## src/rtl/mux_seq_pkg.sv

```systemverilog
// Shared types and helpers for the mux select sequencer.
package mux_seq_pkg;

    typedef enum logic {
        IDLE = 1'b0,
        RUN  = 1'b1
    } seq_state_e;

    localparam int unsigned NUM_CH = 4;

    // Dwell counter width; a single-clock dwell still needs one bit of storage.
    function automatic int unsigned cnt_w(input int unsigned dwell);
        if (dwell <= 32'd2) begin
            return 32'd1;
        end
        return $clog2(dwell);
    endfunction

endpackage

```

## src/rtl/rr_next_sel.sv

```systemverilog
// Combinational round-robin search: next enabled channel strictly above cur, wrapping 3->0.
module rr_next_sel (
    input  logic [1:0] cur,
    input  logic [3:0] mask,
    output logic [1:0] nxt,
    output logic       wraps
);

    logic [1:0] cand;

    // Scan farthest-first so the nearest enabled channel is the last to win.
    always_comb begin
        nxt  = cur;
        cand = cur;
        for (int k = 3; k >= 1; k--) begin
            cand = cur + 2'(k);
            if (mask[cand]) begin
                nxt = cand;
            end
        end
        wraps = (nxt <= cur);
    end

endmodule

```

## src/rtl/mux_sel_sequencer.sv

```systemverilog
// Drives a 4:1 word mux: loadable channel register bank plus a dwell-timed round-robin
// select that walks only the enabled channels.
module mux_sel_sequencer
    import mux_seq_pkg::*;
#(
    parameter int unsigned M     = 4,
    parameter int unsigned DWELL = 4
) (
    input  logic         clk,
    input  logic         rst_n,
    input  logic         en,
    input  logic [3:0]   ch_mask,
    input  logic         load,
    input  logic [1:0]   load_ch,
    input  logic [M-1:0] load_data,
    output logic [M-1:0] I0,
    output logic [M-1:0] I1,
    output logic [M-1:0] I2,
    output logic [M-1:0] I3,
    output logic [1:0]   S,
    output logic         step,
    output logic         wrap,
    output logic         busy
);

    localparam int unsigned   CW       = cnt_w(DWELL);
    localparam logic [CW-1:0] LAST_CNT = CW'(DWELL - 1);

    seq_state_e    state;
    logic [CW-1:0] dwell_cnt;
    logic          run_ok;
    logic          cur_off;
    logic          at_last;
    logic          entry_jump;
    logic [1:0]    rr_cur;
    logic [1:0]    nxt_sel;
    logic          nxt_wraps;

    assign run_ok     = en && (ch_mask != 4'b0000);
    assign cur_off    = ~ch_mask[S];
    assign at_last    = (dwell_cnt == LAST_CNT);
    assign entry_jump = (state == IDLE) && cur_off;
    // Searching above index 3 returns the lowest enabled channel.
    assign rr_cur     = entry_jump ? 2'd3 : S;

    rr_next_sel u_rr_next_sel (
        .cur   (rr_cur),
        .mask  (ch_mask),
        .nxt   (nxt_sel),
        .wraps (nxt_wraps)
    );

    always_ff @(posedge clk or negedge rst_n) begin
        if (!rst_n) begin
            state     <= IDLE;
            S         <= 2'b00;
            dwell_cnt <= '0;
            step      <= 1'b0;
            wrap      <= 1'b0;
            busy      <= 1'b0;
        end else begin
            step <= 1'b0;
            wrap <= 1'b0;
            case (state)
                IDLE: begin
                    if (run_ok) begin
                        state <= RUN;
                        busy  <= 1'b1;
                    end
                end
                RUN: begin
                    if (!run_ok) begin
                        state <= IDLE;
                        busy  <= 1'b0;
                    end
                end
                default: begin
                    state <= IDLE;
                    busy  <= 1'b0;
                end
            endcase
            // The entry cycle counts too, so a frozen dwell resumes where it stopped.
            if (run_ok) begin
                if (cur_off || at_last) begin
                    S         <= nxt_sel;
                    dwell_cnt <= '0;
                    step      <= 1'b1;
                    wrap      <= nxt_wraps && !entry_jump;
                end else begin
                    dwell_cnt <= dwell_cnt + 1'b1;
                end
            end
        end
    end

    always_ff @(posedge clk or negedge rst_n) begin
        if (!rst_n) begin
            I0 <= '0;
            I1 <= '0;
            I2 <= '0;
            I3 <= '0;
        end else if (load) begin
            unique case (load_ch)
                2'd0: I0 <= load_data;
                2'd1: I1 <= load_data;
                2'd2: I2 <= load_data;
                2'd3: I3 <= load_data;
            endcase
        end
    end

endmodule

```

## config.mk

```make
export PLATFORM = sky130hd
export DESIGN_NAME = mux_sel_sequencer
export DESIGN_NICKNAME = d
export VERILOG_FILES = /design/src/rtl/mux_seq_pkg.sv /design/src/rtl/rr_next_sel.sv /design/src/rtl/mux_sel_sequencer.sv
export SDC_FILE = /design/constraint.sdc
export NUM_CORES = 1
export LEC_CHECK = 0
export BUFFER_PORTS_ARGS = -buffer_cell sky130_fd_sc_hd__buf_2
export CAP_MARGIN = 10
export CORE_UTILIZATION = 35
export DETAILED_ROUTE_END_ITERATION = 16
export HOLD_SLACK_MARGIN = 0.08
export MAX_ROUTING_LAYER = met4
export PLACE_DENSITY = 0.63
export SLEW_MARGIN = 30
export SYNTH_ARGS = -nofsm -noshare
export SYNTH_HDL_FRONTEND = slang
export SYNTH_SLANG_ARGS = --single-unit
```

## constraint.sdc

```tcl
create_clock -name clk -period 2.7 [get_ports clk]
set_input_delay 0.27 -clock clk [delete_from_list [all_inputs] [get_ports clk]]
set_output_delay 0.27 -clock clk [all_outputs]
set_load 0.03 [all_outputs]
```

==> flow_summary_export.csv <==
group,metric,value,unit
layout,layout-drive-gt1-share,42.77,%
routing,vias,1103,
power,swShare,42.33,%
layout,area_growth,20.27,%
grt,grt_max_degree,25,
sta,hold_viol,0,
power,power_switching,0.0006892,W
synth,ys_warn_count,0,
floorplan,initial_core_util,37.04,%
routing,drt_iter0_drc,13,
layout,regArea,603.1,um2
synth,async_reset_ff_share,100.0,%
setup_path,critPathLaunchType,"register",
clock_tree,cts_sinks,24,
layout,layout_common_cells,"34 x buf_2, 22 x dfrtp_1, 17 x mux2_2",
sta,maxSlewViolCount,0,
clock_tree,postCtsSetupRepairBufs,0,
power,power.density,983.6,nW/um2
synth,synth_edf_count,0,
routing,dr.pass1.iters,4,
synth,synthFlopType,"dfrtp_1",
min_path,min_path_type,"primary input to register",
synth,avgSynthCellArea,10.51,um2
place,gp_congestion,0.8058,
clock_tree,cts_tree,"done",
floorplan,die_x,64.71,um
layout,multi_input_area,696.9,um2
grt,antenna_found_initial,0,
synth,syn-num-nets,148,
synth,syn_inst,131,
sta,fin_tns_setup,0,ns
place,dp_hpwl,2.292,mm
routing,drtAntennaViolNets,0,
floorplan,ioPinCount,35,
grt,overflow,0,
power,p_seq_share,33.7,%
clock_tree,clk_pin_slew,0.08,ns
clock_tree,clockBufferDepth,2,
sta,finClkSkew,0.001195,ns
power,p_int,0.0009390,W
synth,synth.top_cell.area_share,43.64,%
floorplan,fp-row-count,22,
setup_path,path_max_fanout,11,
routing,drc,0,
synth,yosysTopAreaCell,"dfrtp_1",
synth,syn-cell-area,1376,um2
synth,synth_cell_types,40,
sta,fmax,420.7,MHz
power,ir_drop,351.4,uV
place,numPortBuffers,34,
sta,tightest_slew,0.5790,ns
clock_tree,cts_root_buffer,"clkbuf_8",
synth,ys_seq_area_share,43.64,%
layout,nNetsFinal,184,
power,power_frac_clock,14.2,%
setup_path,path_class,"register to register",
power,combPwrFrac,52.1,%
synth,synth_seq_cells,24,
setup_path,cp.required,2.88,ns
sta,maxSlewHeadroom,61.32,%
run_status,run_status,"finished clean",
sta,layout_min_cycle_time,2.377,ns
grt,grt_pass1_vias,1066,
clock_tree,clk_latency,0.25,ns
grt,grt_usage,15.30,%
layout,fillers,376,
routing,via_per_inst,5.154,
layout,final_common_cell,"buf_2",
power,power_leakage,0.7622,nW
floorplan,die_area,4187,um2
sta,rsz0062_at_grt,"false",
floorplan,core-area,3716,um2
routing,drt_wl_total,2.885,mm
job,maxCapViolCount,0,
sta,post-route-period-util,88.04,%
synth,synth.area.top_cells,"dfrtp_1 44%, mux2_2 14%, a21oi_1 3.6%",
sta,finalSetupViolCount,0,
floorplan,die_h,64.71,um
setup_path,crit_arrival,2.56,ns
layout,antenna_cells,0,
routing,wl_per_cell,13.48,um
clock_tree,h-tree-depth,1,
layout,design_area,1655,um2
grt,grt_pass1_wl,4.850,mm
clock_tree,cts_buffers,3,
setup_path,worstSetupEndpointType,"register",
place,dpl_cell_area,1588,um2
==> cell families after synthesis <==
family | Yosys count | share of synthesized area [%]
and+or+nand+nor | 31 | 10.82
buffers and inverters | 16 | 5.727
xor gates and xnor gates | 2 | 1.273
muxes | 20 | 17.00
adders and majority gates | 3 | 2.728
DFF | 24 | 43.64
AOI/OAI and AO/OA | 35 | 18.82
==> timing repair <==
item | CTS | global route
hold buffers | 1 | 0
hold endpoints to repair | 24 | 0
endpoints found under the setup margin | 0 | 1
resized for setup | 0 | 2
==> synthesized netlist by cell type, types with 2 or more instances <==
| cell | instances |
|---|---|
| a21oi_1 | 10 |
| mux2_2 | 17 |
| nand3b_1 | 2 |
| buf_2 | 5 |
| inv_2 | 3 |
| ha_1 | 3 |
| o2bb2ai_1 | 2 |
| inv_1 | 5 |
| dfrtp_1 | 24 |
| xnor2_1 | 2 |
| o21ai_0 | 5 |
| nor2_1 | 9 |
| o21ai_1 | 2 |
| a21o_1 | 2 |
| nand2_1 | 6 |
| nand2b_1 | 2 |
| nor3_1 | 8 |
| mux2i_1 | 2 |
==> per-layer routing <==
metal,share of wire [%],global-route usage [%]
met2,52,27.47
met1,44,17.55
met3,3.7,1.232
met4,0.94,5.833
met5,0,-
==> power groups by stage <==
| stage | clock network (W) | registers [W] | logic (W) |
|---|---|---|---|
| floorplan | 0 | 0.000634 | 0.000556 |
| global placement | 0 | 0.000543 | 0.000835 |
| detailed placement | 0 | 0.000552 | 0.000855 |
| CTS | 0.000239 | 0.000545 | 0.000857 |
| global route | 0.000260 | 0.000563 | 0.000944 |
| finish | 0.000232 | 0.000549 | 0.000848 |
==> registers in the layout, indices dropped and copies added (netlist names) <==
name	cells
state	1
S	2
I1	4
step	1
I3	4
I0	4
busy	1
dwell_cnt	2
wrap	1
I2	4
==> final timing paths <==
path | to | depth (start not counted) | slack [ns] | startpoint
max in group asynchronous | S[1] | 2 | 1.81 | rst_n
min in group asynchronous | I2[2] | 2 | 0.51 | rst_n
worst max register to register | wrap | 9 | 0.32 | state
worst min register to register | I2[0] | 1 | 0.50 | I2[0]
worst max-delay path | wrap | 9 | 0.32 | state
worst min-delay path | state | 3 | 0.29 | en
==> final cells by class <==
class | count | area share [%]
Multi-Input combinational cell | 91 | 42.10
Sequential cell | 24 | 36.43
Timing Repair Buffer | 39 | 12.70
Tap cell | 48 | 3.628
Clock buffer | 4 | 3.326
Inverter | 8 | 1.814
==> critical path, stage by stage, from the launching register on <==
cell and delay, ns:
dfrtp_1 0.57, a21oi_2 0.08, o2bb2ai_1 0.14, a222oi_1 0.56, o22a_2 0.28, xnor2_1 0.12, ha_1 0.25, a21oi_1 0.13
a21oi_1 0.05, nor3_1 0.12
==> metrics by stage <==
step                power, W  utilization (%)  hold WS (ns)  setup slack [ns]  std cells
finish              0.001628            44.55        0.2883            0.3230        214
global route        0.001767            44.55        0.2852           0.08803        214
global placement    0.001378            42.73        0.2670            0.3028        209
floorplan           0.001190                -      -0.02559            0.3043        131
detailed placement  0.001407            42.73        0.2726            0.2231        209
CTS                 0.001641            44.48        0.2834            0.1984        214
No activity file was read; power rests on OpenSTA's default activity.
